$ cat src/rtl/ex_mem_latch_pkg.sv
// Shared EX/MEM pipeline definitions: access-size masks, halt FSM states,
// bubble values and the alignment rule used by the optional misalignment trap.
package ex_mem_latch_pkg;

  localparam logic [1:0] MASK_BYTE = 2'b00;
  localparam logic [1:0] MASK_HALF = 2'b01;
  localparam logic [1:0] MASK_WORD = 2'b11;

  typedef enum logic [1:0] {
    ST_RUN       = 2'd0,
    ST_HALT_SEEN = 2'd1,
    ST_HALTED    = 2'd2
  } halt_state_e;

  typedef struct packed {
    logic valid;
    logic wr_mem;
    logic is_unsigned;
    logic mem_to_reg;
    logic wr_reg;
  } ctrl_t;

  localparam ctrl_t      BUBBLE_CTRL = '0;
  localparam logic [1:0] BUBBLE_MASK = MASK_BYTE;

  // Mask 10 is not a legal size code; it is treated as a word for alignment.
  function automatic logic misaligned_access(input logic [1:0] mask,
                                             input logic [1:0] addr_lo);
    return ((mask == MASK_HALF) && addr_lo[0]) ||
           (mask[1] && (addr_lo != 2'b00));
  endfunction

endpackage

$ cat src/rtl/ex_mem_latch_if.sv
// EX -> MEM stage bundle: EX-side controls/data in, latched MEM-side copies,
// forwarding path and status out.
interface ex_mem_latch_if #(
  parameter int TAM_DATA     = 32,
  parameter int TAM_MASK     = 2,
  parameter int NUM_REG_BITS = 5
);
  logic                    i_enable;
  logic                    i_stall;
  logic                    i_flush;
  logic                    i_valid;
  logic                    i_halt;
  logic                    i_wr_mem;
  logic                    i_is_unsigned;
  logic                    i_mem_to_reg;
  logic                    i_wr_reg;
  logic [TAM_MASK-1:0]     i_data_mask;
  logic [TAM_DATA-1:0]     i_alu_result;
  logic [TAM_DATA-1:0]     i_store_data;
  logic [NUM_REG_BITS-1:0] i_rd;

  logic                    o_valid;
  logic                    o_wr_mem;
  logic                    o_is_unsigned;
  logic                    o_mem_to_reg;
  logic                    o_wr_reg;
  logic [TAM_MASK-1:0]     o_data_mask;
  logic [TAM_DATA-1:0]     o_direc_mem;
  logic [TAM_DATA-1:0]     o_data;
  logic [NUM_REG_BITS-1:0] o_rd;
  logic                    o_fwd_en;
  logic [TAM_DATA-1:0]     o_fwd_data;
  logic                    o_halted;
  logic [31:0]             o_instr_count;
  logic                    o_misaligned;

  modport slave (
    input  i_enable, i_stall, i_flush, i_valid, i_halt, i_wr_mem,
           i_is_unsigned, i_mem_to_reg, i_wr_reg, i_data_mask,
           i_alu_result, i_store_data, i_rd,
    output o_valid, o_wr_mem, o_is_unsigned, o_mem_to_reg, o_wr_reg,
           o_data_mask, o_direc_mem, o_data, o_rd, o_fwd_en, o_fwd_data,
           o_halted, o_instr_count, o_misaligned
  );

  modport master (
    output i_enable, i_stall, i_flush, i_valid, i_halt, i_wr_mem,
           i_is_unsigned, i_mem_to_reg, i_wr_reg, i_data_mask,
           i_alu_result, i_store_data, i_rd,
    input  o_valid, o_wr_mem, o_is_unsigned, o_mem_to_reg, o_wr_reg,
           o_data_mask, o_direc_mem, o_data, o_rd, o_fwd_en, o_fwd_data,
           o_halted, o_instr_count, o_misaligned
  );
endinterface

$ cat src/rtl/ex_mem_latch_halt_tracker.sv
// Halt FSM (RUN -> HALT_SEEN -> HALTED) plus retired-instruction counter.
// HALTED is sticky until reset; the counter only advances on real loads in RUN.
module halt_tracker
  import ex_mem_latch_pkg::*;
(
  input  logic        clk,
  input  logic        rst_n,
  input  logic        enable_i,
  input  logic        load_i,
  input  logic        valid_i,
  input  logic        halt_i,
  input  logic        trap_i,
  output halt_state_e state_o,
  output logic        halted_o,
  output logic        halt_accept_o,
  output logic [31:0] count_o
);

  halt_state_e state_q, state_d;
  logic [31:0] count_q, count_d;

  always_ff @(posedge clk or negedge rst_n) begin
    if (!rst_n) begin
      state_q <= ST_RUN;
      count_q <= '0;
    end else if (enable_i) begin
      state_q <= state_d;
      count_q <= count_d;
    end
  end

  always_comb begin
    state_d       = state_q;
    count_d       = count_q;
    halt_accept_o = 1'b0;
    case (state_q)
      ST_RUN: begin
        if (load_i && valid_i && halt_i) begin
          state_d       = ST_HALT_SEEN;
          halt_accept_o = 1'b1;
        end else if (load_i && valid_i && !trap_i) begin
          count_d = count_q + 32'd1;
        end
      end
      // Any enabled edge retires the HALT, whether it loads, stalls or flushes.
      ST_HALT_SEEN: state_d = ST_HALTED;
      ST_HALTED:    state_d = ST_HALTED;
      default:      state_d = ST_RUN;
    endcase
  end

  assign state_o  = state_q;
  assign halted_o = (state_q == ST_HALTED);
  assign count_o  = count_q;

endmodule

$ cat src/rtl/ex_mem_latch.sv
// EX/MEM pipeline latch with flush/stall/enable priority, EX forwarding path,
// halt tracking and an optional misalignment trap (EX_MEM_MISALIGN_TRAP_EN).
module ex_mem_latch
  import ex_mem_latch_pkg::*;
#(
  parameter int TAM_DATA     = 32,
  parameter int TAM_MASK     = 2,
  parameter int NUM_REG_BITS = 5
) (
  input  logic          i_clock,
  input  logic          i_reset,
  ex_mem_latch_if.slave bus
);

  ctrl_t                   ctrl_q, ctrl_d;
  logic [TAM_MASK-1:0]     mask_q, mask_d;
  logic [TAM_DATA-1:0]     addr_q, addr_d;
  logic [TAM_DATA-1:0]     data_q, data_d;
  logic [NUM_REG_BITS-1:0] rd_q, rd_d;

  halt_state_e state;
  logic        halt_accept;
  logic        load;
  logic        trap;
  logic        take;

  assign load = bus.i_enable & ~bus.i_flush & ~bus.i_stall;

`ifdef EX_MEM_MISALIGN_TRAP_EN
  logic misaligned_q;

  assign trap = bus.i_valid & (bus.i_wr_mem | bus.i_mem_to_reg) &
                misaligned_access(bus.i_data_mask, bus.i_alu_result[1:0]);

  always_ff @(posedge i_clock or negedge i_reset) begin
    if (!i_reset)
      misaligned_q <= 1'b0;
    else if (load && trap)
      misaligned_q <= 1'b1;
  end

  assign bus.o_misaligned = misaligned_q;
`else
  assign trap             = 1'b0;
  assign bus.o_misaligned = 1'b0;
`endif

  // Only a real, aligned, non-HALT instruction in RUN carries its payload.
  assign take = load & bus.i_valid & ~bus.i_halt & ~trap & (state == ST_RUN);

  halt_tracker u_tracker (
    .clk           (i_clock),
    .rst_n         (i_reset),
    .enable_i      (bus.i_enable),
    .load_i        (load),
    .valid_i       (bus.i_valid),
    .halt_i        (bus.i_halt),
    .trap_i        (trap),
    .state_o       (state),
    .halted_o      (bus.o_halted),
    .halt_accept_o (halt_accept),
    .count_o       (bus.o_instr_count)
  );

  always_comb begin
    ctrl_d = ctrl_q;
    mask_d = mask_q;
    addr_d = addr_q;
    data_d = data_q;
    rd_d   = rd_q;
    if (bus.i_enable && (bus.i_flush || !bus.i_stall)) begin
      if (take) begin
        ctrl_d.valid       = 1'b1;
        ctrl_d.wr_mem      = bus.i_wr_mem;
        ctrl_d.is_unsigned = bus.i_is_unsigned;
        ctrl_d.mem_to_reg  = bus.i_mem_to_reg;
        ctrl_d.wr_reg      = bus.i_wr_reg;
        mask_d             = bus.i_data_mask;
        addr_d             = bus.i_alu_result;
        data_d             = bus.i_store_data;
        rd_d               = bus.i_rd;
      end else begin
        // An accepted HALT travels down the pipe as a valid bubble.
        ctrl_d       = BUBBLE_CTRL;
        ctrl_d.valid = halt_accept;
        mask_d       = BUBBLE_MASK;
        addr_d       = '0;
        data_d       = '0;
        rd_d         = '0;
      end
    end
  end

  always_ff @(posedge i_clock or negedge i_reset) begin
    if (!i_reset) begin
      ctrl_q <= BUBBLE_CTRL;
      mask_q <= BUBBLE_MASK;
      addr_q <= '0;
      data_q <= '0;
      rd_q   <= '0;
    end else begin
      ctrl_q <= ctrl_d;
      mask_q <= mask_d;
      addr_q <= addr_d;
      data_q <= data_d;
      rd_q   <= rd_d;
    end
  end

  assign bus.o_valid       = ctrl_q.valid;
  assign bus.o_wr_mem      = ctrl_q.wr_mem;
  assign bus.o_is_unsigned = ctrl_q.is_unsigned;
  assign bus.o_mem_to_reg  = ctrl_q.mem_to_reg;
  assign bus.o_wr_reg      = ctrl_q.wr_reg;
  assign bus.o_data_mask   = mask_q;
  assign bus.o_direc_mem   = addr_q;
  assign bus.o_data        = data_q;
  assign bus.o_rd          = rd_q;
  assign bus.o_fwd_en      = ctrl_q.valid & ctrl_q.wr_reg & ~ctrl_q.mem_to_reg &
                             (rd_q != '0);
  assign bus.o_fwd_data    = addr_q;

endmodule

$ cat src/flat_wrapper.sv
// flat-port wrapper written by rule: the top's interface ports become plain ports
module ex_mem_latch_flat import ex_mem_latch_pkg::*;
#(
  parameter int TAM_DATA     = 32,
  parameter int TAM_MASK     = 2,
  parameter int NUM_REG_BITS = 5
)
  (i_clock, i_reset, bus_i_enable, bus_i_stall, bus_i_flush, bus_i_valid, bus_i_halt, bus_i_wr_mem, bus_i_is_unsigned, bus_i_mem_to_reg, bus_i_wr_reg, bus_i_data_mask, bus_i_alu_result, bus_i_store_data, bus_i_rd, bus_o_valid, bus_o_wr_mem, bus_o_is_unsigned, bus_o_mem_to_reg, bus_o_wr_reg, bus_o_data_mask, bus_o_direc_mem, bus_o_data, bus_o_rd, bus_o_fwd_en, bus_o_fwd_data, bus_o_halted, bus_o_instr_count, bus_o_misaligned);
  ex_mem_latch_if #(.TAM_DATA(TAM_DATA), .TAM_MASK(TAM_MASK), .NUM_REG_BITS(NUM_REG_BITS)) bus_i ();
  input  logic i_clock;
  input  logic i_reset;
  input wire logic [$bits(bus_i.i_enable)-1:0] bus_i_enable;
  input wire logic [$bits(bus_i.i_stall)-1:0] bus_i_stall;
  input wire logic [$bits(bus_i.i_flush)-1:0] bus_i_flush;
  input wire logic [$bits(bus_i.i_valid)-1:0] bus_i_valid;
  input wire logic [$bits(bus_i.i_halt)-1:0] bus_i_halt;
  input wire logic [$bits(bus_i.i_wr_mem)-1:0] bus_i_wr_mem;
  input wire logic [$bits(bus_i.i_is_unsigned)-1:0] bus_i_is_unsigned;
  input wire logic [$bits(bus_i.i_mem_to_reg)-1:0] bus_i_mem_to_reg;
  input wire logic [$bits(bus_i.i_wr_reg)-1:0] bus_i_wr_reg;
  input wire logic [$bits(bus_i.i_data_mask)-1:0] bus_i_data_mask;
  input wire logic [$bits(bus_i.i_alu_result)-1:0] bus_i_alu_result;
  input wire logic [$bits(bus_i.i_store_data)-1:0] bus_i_store_data;
  input wire logic [$bits(bus_i.i_rd)-1:0] bus_i_rd;
  output wire logic [$bits(bus_i.o_valid)-1:0] bus_o_valid;
  output wire logic [$bits(bus_i.o_wr_mem)-1:0] bus_o_wr_mem;
  output wire logic [$bits(bus_i.o_is_unsigned)-1:0] bus_o_is_unsigned;
  output wire logic [$bits(bus_i.o_mem_to_reg)-1:0] bus_o_mem_to_reg;
  output wire logic [$bits(bus_i.o_wr_reg)-1:0] bus_o_wr_reg;
  output wire logic [$bits(bus_i.o_data_mask)-1:0] bus_o_data_mask;
  output wire logic [$bits(bus_i.o_direc_mem)-1:0] bus_o_direc_mem;
  output wire logic [$bits(bus_i.o_data)-1:0] bus_o_data;
  output wire logic [$bits(bus_i.o_rd)-1:0] bus_o_rd;
  output wire logic [$bits(bus_i.o_fwd_en)-1:0] bus_o_fwd_en;
  output wire logic [$bits(bus_i.o_fwd_data)-1:0] bus_o_fwd_data;
  output wire logic [$bits(bus_i.o_halted)-1:0] bus_o_halted;
  output wire logic [$bits(bus_i.o_instr_count)-1:0] bus_o_instr_count;
  output wire logic [$bits(bus_i.o_misaligned)-1:0] bus_o_misaligned;
  assign bus_i.i_enable = bus_i_enable;
  assign bus_i.i_stall = bus_i_stall;
  assign bus_i.i_flush = bus_i_flush;
  assign bus_i.i_valid = bus_i_valid;
  assign bus_i.i_halt = bus_i_halt;
  assign bus_i.i_wr_mem = bus_i_wr_mem;
  assign bus_i.i_is_unsigned = bus_i_is_unsigned;
  assign bus_i.i_mem_to_reg = bus_i_mem_to_reg;
  assign bus_i.i_wr_reg = bus_i_wr_reg;
  assign bus_i.i_data_mask = bus_i_data_mask;
  assign bus_i.i_alu_result = bus_i_alu_result;
  assign bus_i.i_store_data = bus_i_store_data;
  assign bus_i.i_rd = bus_i_rd;
  assign bus_o_valid = bus_i.o_valid;
  assign bus_o_wr_mem = bus_i.o_wr_mem;
  assign bus_o_is_unsigned = bus_i.o_is_unsigned;
  assign bus_o_mem_to_reg = bus_i.o_mem_to_reg;
  assign bus_o_wr_reg = bus_i.o_wr_reg;
  assign bus_o_data_mask = bus_i.o_data_mask;
  assign bus_o_direc_mem = bus_i.o_direc_mem;
  assign bus_o_data = bus_i.o_data;
  assign bus_o_rd = bus_i.o_rd;
  assign bus_o_fwd_en = bus_i.o_fwd_en;
  assign bus_o_fwd_data = bus_i.o_fwd_data;
  assign bus_o_halted = bus_i.o_halted;
  assign bus_o_instr_count = bus_i.o_instr_count;
  assign bus_o_misaligned = bus_i.o_misaligned;
  ex_mem_latch #(.TAM_DATA(TAM_DATA), .TAM_MASK(TAM_MASK), .NUM_REG_BITS(NUM_REG_BITS)) u_core (.i_clock(i_clock), .i_reset(i_reset), .bus(bus_i));
endmodule
$ cat config.mk
export PLATFORM = sky130hd
export DESIGN_NAME = ex_mem_latch_flat
export DESIGN_NICKNAME = d
export VERILOG_FILES = /design/src/rtl/ex_mem_latch_pkg.sv /design/src/rtl/ex_mem_latch_if.sv /design/src/rtl/ex_mem_latch_halt_tracker.sv /design/src/rtl/ex_mem_latch.sv /design/src/flat_wrapper.sv
export SDC_FILE = /design/constraint.sdc
export NUM_CORES = 1
export LEC_CHECK = 0
export ABC_CLOCK_PERIOD_IN_PS = 1500
export BUFFER_PORTS_ARGS = -buffer_cell sky130_fd_sc_hd__buf_2
export CAP_MARGIN = 10
export CELL_PAD_IN_SITES_DETAIL_PLACEMENT = 1
export CELL_PAD_IN_SITES_GLOBAL_PLACEMENT = 1
export CORE_MARGIN = 1.5
export CORE_UTILIZATION = 25
export DETAILED_ROUTE_END_ITERATION = 8
export HOLD_SLACK_MARGIN = 0.03
export PLACE_DENSITY = 0.65
export SYNTH_ARGS = -nofsm -noshare
export SYNTH_HDL_FRONTEND = slang
export SYNTH_SLANG_ARGS = --single-unit
export TNS_END_PERCENT = 30
$ cat constraint.sdc
create_clock -name i_clock -period 1.5 [get_ports i_clock]
set_clock_uncertainty 0.05 [all_clocks]
set_input_delay 0.075 -clock i_clock [delete_from_list [all_inputs] [get_ports i_clock]]
set_output_delay 0.075 -clock i_clock [all_outputs]
set_load 0.01 [all_outputs]
==> results.toml, run 1 <==
[route]
wl_per_cell_um = 18.5
detail-route-antenna-nets = 0
initialDrtViolationCount = 198
detail_route.drc_violations = 24
firstDrtPassIters = 8
routed-via-count = 4347
wl_um = 17200
drt-vias-per-instance = 4.65

[power_and_ir_drop]
power.net_switching_w = 0.00192
pwr_density_cell_mw_per_mm2 = 853
power_frac_seq_pct = 46.3
leakage_nw = 4.53
power_frac_comb_pct = 17.7
internal-power_w = 0.00492
clkPwrFrac_pct = 36.0
max-vdd-ir-drop_mv = 0.508
netSwitchingFraction_pct = 28.0

[synth]
netlist_top_cells_count = "sky130_fd_sc_hd__dfrtp_1 (110), sky130_fd_sc_hd__a22o_1 (75), sky130_fd_sc_hd__buf_4 (34)"
yosys_register_bits = 110
synthesis.area_mm2 = 0.00463
synth-seq-area-share_pct = 59.4
synth.most_common_cell = "sky130_fd_sc_hd__dfrtp_1"
count_of_flip_flops_with_a_built_in_enable_after_synthesis = 0
ys_async_sr_fraction_pct = 100
post_synth_main_area_contributors = "sky130_fd_sc_hd__dfrtp_1 (59%), sky130_fd_sc_hd__a22o_1 (14%), sky130_fd_sc_hd__buf_4 (5.5%)"
post_synth_top_flop = "sky130_fd_sc_hd__dfrtp_1"
synth_nets = 446
ys_types = 35
yosys_warnings = 0
syn_area_per_cell_um2 = 12.8
yosys.area.top_type = "sky130_fd_sc_hd__dfrtp_1"
syn-instance-count = 361
post-synth-top-area-fraction_pct = 59.4

[global_route]
first_global_vias = 4739
grt_use_total_pct = 18.0
antenna_found_initial = 1
wire_length_of_the_first_global_routing_pass_um = 26900
maximum_number_of_pins_on_one_net_before_global_route_repair = 62
total_global_routing_overflow = 0

[place]
port_buffers = 223
placement.setup.worst_slack_ps = -401
routability_congestion_estimate_from_global_placement = 0.828
dpl_cell_area_mm2 = 0.00621
hpwl_um = 10700

[worst_setup_path]
cp_max_fo = 6
worst_setup_path_end_kind = "flop"
critical_path_arrival_ps = 1990
timing_worst_setup_path_type = "reg2reg"
cp.required_ps = 1720
startpoint_type = "flop"

[min_path]
min_path_type = "in2async"

[status]
violations_in_the_final_reports = "design-rule violations, negative setup slack"
outcome = "finished with violations"

[floorplanning]
rows = 49
dieHeight_um = 139
die_footprint_mm2 = 0.0194
floorplan.die.width_um = 139
initial_core_util_pct = 25.6
floorplan.io_pins = 225
core_area_mm2 = 0.0181

[timing]
timing.final.crit_period_ps = 1760
rsz_0062_raised_after_global_routing = "yes"
transition_time_of_the_tightest_slew_check_pin_ps = 501
finalHoldViolCount = 0
fin_worst_hold_slack_ps = 131
slew_viol_final = 0
post-route-worst-setup-slack_ps = -264
fin_setup_tns_ps = -12350
finalSetupViolations = 108
ratio_of_final_minimum_period_to_clock_period_pct = 118
max_slew_margin_pct = 66.5
max_freq_mhz = 567

[layout]
finish.utilization_pct = 44.3
fraction_of_final_layout_cells_with_drive_strength_greater_than_1_pct = 51.7
area.growth.synth_to_final_pct = 72.9
nets = 784
finalInstanceArea_mm2 = 0.00801

[clocking]
htree_levels = 3
cts_inserted_buffers = 9
worst_setup_hold_path_clk_slew_ps = 80
clock_path_buffers = 2
clockRootBuffer = "sky130_fd_sc_hd__clkbuf_16"
cts_sinks = 110
clock_latency_on_the_worst_skew_pair_ps = 360
cts_tree = "done"

[job]
max_cap_viol_count = 0
-- layout by cell type (no fill, tap or decap), drive strengths merged, types with 10 or more instances in the layout --
| cell type | Yosys | final |
|---|---|---|
| dfrtp | 110 | 110 |
| clkbuf | 5 | 10 |
| nand4 | 10 | 11 |
| inv | 8 | 13 |
| dlygate4sd3 | 0 | 79 |
| nor3 | 15 | 15 |
| buf | 48 | 299 |
| a22o | 75 | 75 |
| xor2 | 25 | 25 |
| nand3 | 12 | 12 |
| nor4 | 10 | 10 |
-- routing by layer --
metal | track usage [%] | wire length (um) | part of all wire (%) | vias up
met4 | 7.28 | 395 | 2.3 | 0
li1 | - | - | - | 1982
met1 | 21.5 | 7020 | 41 | 2174
met5 | 0 | 0 | 0 | -
met3 | 3.28 | 828 | 4.8 | 24
met2 | 31.9 | 9000 | 52 | 167
-- final cells by class --
| type | instances | area [um2] |
|---|---|---|
| sequential | 110 | 2750 |
| multi-input combinational | 191 | 1860 |
| clock buffer | 9 | 225 |
| timing repair buffer | 379 | 2780 |
| clock inverter | 7 | 73.8 |
| antenna | 1 | 2.50 |
| fill | 1967 | 10100 |
| inverter | 8 | 30.0 |
| tap | 229 | 287 |
-- worst paths after layout --
check | cells past startpoint | to | start | slack, ps
worst max-delay path | 7 | u_core.u_tracker.count_o[13] | u_core.u_tracker.state_o[0] | -260
worst min register to register | 1 | u_core.u_tracker.count_o[31] | u_core.u_tracker.count_o[31] | 440
worst max register to register | 7 | u_core.u_tracker.count_o[13] | u_core.u_tracker.state_o[0] | -260
min in group i_clock | 4 | u_core.u_tracker.state_o[0] | bus_i_stall | 140
worst min-delay path | 2 | u_core.bus.o_direc_mem[27] | i_reset | 130
max in group asynchronous | 3 | u_core.u_tracker.state_o[0] | i_reset | 700
-- stage by stage --
| stage | power, W | instances |
|---|---|---|
| 2_1_floorplan | 0.00359 | 361 |
| 3_3_place_gp | 0.00404 | 813 |
| 3_5_place_dp | 0.00408 | 813 |
| 4_1_cts | 0.00684 | 922 |
| 5_1_grt | 0.00717 | 934 |
| 6_report | 0.00683 | 934 |
-- cells by family (layout without fill, tap and decap cells) --
family          after synthesis  after routing  share of synthesized area, %
compound gates               80             80                          14.8
xor+xnor                     31             31                          5.86
fa+ha+maj                     3              3                         0.810
buf+inv                      61            403                          8.10
flops                       110            110                          59.4
mux                           2              2                         0.486
other cells                   1              2                        0.0809
simple gates                 73             74                          10.5
-- worst max-delay path: stages (launching register included) --
cell                      delay, ps
sky130_fd_sc_hd__dfrtp_1        390
sky130_fd_sc_hd__inv_2           80
sky130_fd_sc_hd__ha_4           130
sky130_fd_sc_hd__and4b_2        260
sky130_fd_sc_hd__nand4_4        180
sky130_fd_sc_hd__buf_6          230
sky130_fd_sc_hd__nor3_4         140
sky130_fd_sc_hd__xor2_1         210
-- power by group through the flow --
stage | logic, W | registers (W) | clock network (W)
floorplan | 0.000325 | 0.00327 | 0
global placement | 0.000835 | 0.00321 | 0
detailed placement | 0.000867 | 0.00322 | 0
CTS | 0.00113 | 0.00316 | 0.00254
global route | 0.00132 | 0.00318 | 0.00267
finish | 0.00121 | 0.00316 | 0.00246
-- what timing repair did --
item                                    4_1_cts  5_1_grt
gates cloned                                  6        1
gates resized for setup                      49       25
endpoints found under the hold margin       187        0
setup buffers                                 8       10
pin swaps                                    44       39
endpoints found under the setup margin      108      109
hold buffers                                 79        0
Power figures use the tool's default switching activity.
==> run 2: changes to the inputs <==
--- a/config.mk
+++ b/config.mk
@@ -12,10 +12,12 @@
 export CELL_PAD_IN_SITES_GLOBAL_PLACEMENT = 1
 export CORE_MARGIN = 1.5
 export CORE_UTILIZATION = 25
+export CTS_CLUSTER_SIZE = 16
 export DETAILED_ROUTE_END_ITERATION = 8
 export HOLD_SLACK_MARGIN = 0.03
-export PLACE_DENSITY = 0.65
+export PLACE_DENSITY = 0.64
 export SYNTH_ARGS = -nofsm -noshare
 export SYNTH_HDL_FRONTEND = slang
+export SYNTH_HIERARCHICAL = 1
 export SYNTH_SLANG_ARGS = --single-unit
 export TNS_END_PERCENT = 30
==> run 2 against run 1 <==
Effect of this change: the run still ends with design-rule violations, negative setup slack left; design area down 7.6%; area after synthesis rose by 0.78%; total power decreased by 0.30%; clock power hardly changed; via count shrank 5.6%; hold slack got worse by 78 ps; wire length fell by 13%; first-iteration DRC count decreased by 25%; die area rose by 0.76%; fmax grew 2.6%; core utilization down 3.5 points; highest routed layer unchanged.
==> results.toml, run 2 <==
[layout]
layout_common_cells = "sky130_fd_sc_hd__buf_2 (222), sky130_fd_sc_hd__dfrtp_1 (110), sky130_fd_sc_hd__dlygate4sd3_1 (76), sky130_fd_sc_hd__a22o_1 (75), sky130_fd_sc_hd__buf_4 (46)"
fraction_of_final_layout_cells_with_drive_strength_greater_than_1_pct = 49.2
final-instance-count-excl-fill = 904
multi_input_comb_area_mm2 = 0.00168
layout.cells.most_common = "sky130_fd_sc_hd__buf_2"
seq_area_mm2 = 0.00275
number_of_antenna_cells_inserted = 0
finish.utilization_pct = 40.8
area.growth.synth_to_final_pct = 58.6
nets = 755
fillCellCount = 1997

[global_route]
wire_length_of_the_first_global_routing_pass_um = 24100
first_global_vias = 4464
grt_use_total_pct = 15.5
total_global_routing_overflow = 0
antenna_found_initial = 0
maximum_number_of_pins_on_one_net_before_global_route_repair = 111

[route]
initialDrtViolationCount = 149
detail_route.drc_violations = 23
firstDrtPassIters = 7
detail-route-antenna-nets = 0
wl_per_cell_um = 16.5
wl_um = 14900
drt-vias-per-instance = 4.54
routed-via-count = 4105

[clocking]
cts_sinks = 110
cts_inserted_buffers = 9
clockRootBuffer = "sky130_fd_sc_hd__clkbuf_16"
clock_latency_on_the_worst_skew_pair_ps = 350
worst_setup_hold_path_clk_slew_ps = 80
clock_path_buffers = 2
cts_tree = "done"
htree_levels = 3

[power_and_ir_drop]
max-vdd-ir-drop_mv = 0.516
leakage_nw = 4.10
pwr_density_cell_mw_per_mm2 = 920
finalPower_w = 0.00681

[worst_setup_path]
r2r_cells = 7
critical_path_arrival_ps = 1590
r2r_start = "u_core/u_tracker/state_o[0]"
cp_max_fo = 3
timing_worst_setup_path_type = "reg2out"
ff2ff_setup_slack_ps = -210
regToRegEndpoint = "u_core/u_tracker/count_o[31]"
setup.worst_path.end = "bus_o_fwd_en"
startpoint_type = "flop"
worst_setup_path_end_kind = "output port"
startpoint = "u_core/bus.o_rd[3]"
cp.required_ps = 1370

[synth]
syn_area_per_cell_um2 = 13.0
post_synth_main_area_contributors = "sky130_fd_sc_hd__dfrtp_1 (59%), sky130_fd_sc_hd__a22o_1 (14%), sky130_fd_sc_hd__buf_4 (5.6%)"
yosys.area.top_type = "sky130_fd_sc_hd__dfrtp_1"
yosys_register_bits = 110
count_of_flip_flops_with_a_built_in_enable_after_synthesis = 0
synth.most_common_cell = "sky130_fd_sc_hd__dfrtp_1"
post_synth_top_flop = "sky130_fd_sc_hd__dfrtp_1"
post-synth-top-area-fraction_pct = 58.9
syn-instance-count = 358
synthesis.area_mm2 = 0.00467
netlist_top_cells_count = "sky130_fd_sc_hd__dfrtp_1 (110), sky130_fd_sc_hd__a22o_1 (75), sky130_fd_sc_hd__buf_4 (35)"
ys_types = 34
synth-seq-area-share_pct = 58.9
ys_async_sr_fraction_pct = 100
yosys_warnings = 6

[floorplanning]
rows = 49
initial_core_util_pct = 25.7
die_footprint_mm2 = 0.0195
floorplan.die.width_um = 140
dieHeight_um = 140
floorplan.io_pins = 225
core_area_mm2 = 0.0181

[timing]
slew_viol_final = 0
rsz_0062_raised_after_global_routing = "yes"
max_freq_mhz = 582
finalSetupViolations = 90
post-route-worst-setup-slack_ps = -219
transition_time_of_the_tightest_slew_check_pin_ps = 658
finalHoldViolCount = 0
fin_setup_tns_ps = -6570
max_slew_margin_pct = 56.1
ratio_of_final_minimum_period_to_clock_period_pct = 115
fin_worst_hold_slack_ps = 53.1
timing.final.crit_period_ps = 1720

[min_path]
min_path_type = "in2reg"

[status]
violations_in_the_final_reports = "design-rule violations, negative setup slack"
outcome = "finished with violations"

[place]
hpwl_um = 9780
routability_congestion_estimate_from_global_placement = 0.763
dp.cells = 801
port_buffers = 223

[job]
max_cap_viol_count = 0
run 2: changes by cell type after synthesis, sizes merged, moves of 5 or more:
cell,change
and3,+8
nand2,+5
nor3,-8
nor4,-9
xnor2,+17
xor2,-17
run 2: layer usage:
layer | GRT usage (%) | vias to the layer above | part of all wire [%]
met3 | 3.44 | 21 | 5.5
met2 | 28.0 | 141 | 52
met5 | 0 | - | 0
li1 | - | 1889 | -
met4 | 5.43 | 0 | 1.8
met1 | 17.9 | 2054 | 41
run 2: how the worst min path moves through the flow:
stage                 start                           end  slack (ps)  cells past startpoint
6_report       bus_i_enable   u_core/u_tracker/state_o[0]          50                      3
5_1_grt        bus_i_enable   u_core/u_tracker/state_o[0]          60                      3
4_1_cts        bus_i_enable   u_core/u_tracker/state_o[0]          40                      3
3_5_place_dp        i_reset  u_core/u_tracker/count_o[29]         160                      2
3_3_place_gp        i_reset  u_core/u_tracker/count_o[31]         150                      2
2_1_floorplan       i_reset          u_core/bus.o_data[0]        -270                      0
run 2: logic make-up (layout without fill, tap and decap cells):
| family | Yosys count | after routing | synth area share (%) |
|---|---|---|---|
| other | 1 | 2 | 0.0803 |
| and+or+nand+nor | 70 | 70 | 9.83 |
| DFF | 110 | 110 | 58.9 |
| AOI/OAI and AO/OA | 81 | 81 | 14.8 |
| muxes | 2 | 2 | 0.482 |
| buffers and inverters | 60 | 376 | 9.22 |
| adders and majority gates | 3 | 3 | 0.804 |
| xor gates and xnor gates | 31 | 31 | 5.81 |
run 2: worst max-delay path, cell delays in order, from the launching register on:
cell and delay, ps:
sky130_fd_sc_hd__dfrtp_1 400, sky130_fd_sc_hd__or4_4 540, sky130_fd_sc_hd__nor2_4 120, sky130_fd_sc_hd__nor3_2 40, sky130_fd_sc_hd__buf_2 140
run 2: what timing repair did:
| item | CTS | global route |
|---|---|---|
| setup buffers | 3 | 7 |
| gates resized for setup | 10 | 23 |
| pin swaps | 27 | 27 |
| hold endpoints to repair | 185 | 0 |
| hold buffers | 76 | 0 |
| setup endpoints to repair | 43 | 106 |
| cloned | 1 | 0 |
run 2: where the power goes:
| group | total, W | leakage, nW | switching [W] | internal [W] |
|---|---|---|---|---|
| Combinational | 0.00116 | 2.42 | 0.000527 | 0.000629 |
| Sequential | 0.00318 | 1.52 | 0.0000907 | 0.00309 |
| Clock | 0.00248 | 0.150 | 0.00115 | 0.00133 |
| Total | 0.00681 | 4.10 | 0.00177 | 0.00505 |
run 2: cell type report:
class | instances | share of cell area [%]
flip-flops and latches | 110 | 37.2
repair buffers | 353 | 31.8
multi-input cells | 189 | 22.6
well taps | 229 | 3.87
clock buffers | 10 | 3.09
clock inverters | 6 | 1.10
inverters | 7 | 0.355
run 2: metrics by stage:
| stage | setup WS [ps] | instance area (um2) |
|---|---|---|
| after floorplan | -41.5 | 4730 |
| after global placement | -101 | 6120 |
| after detailed placement | -165 | 6120 |
| after CTS | -273 | 7250 |
| after global routing | -333 | 7410 |
| final | -219 | 7410 |
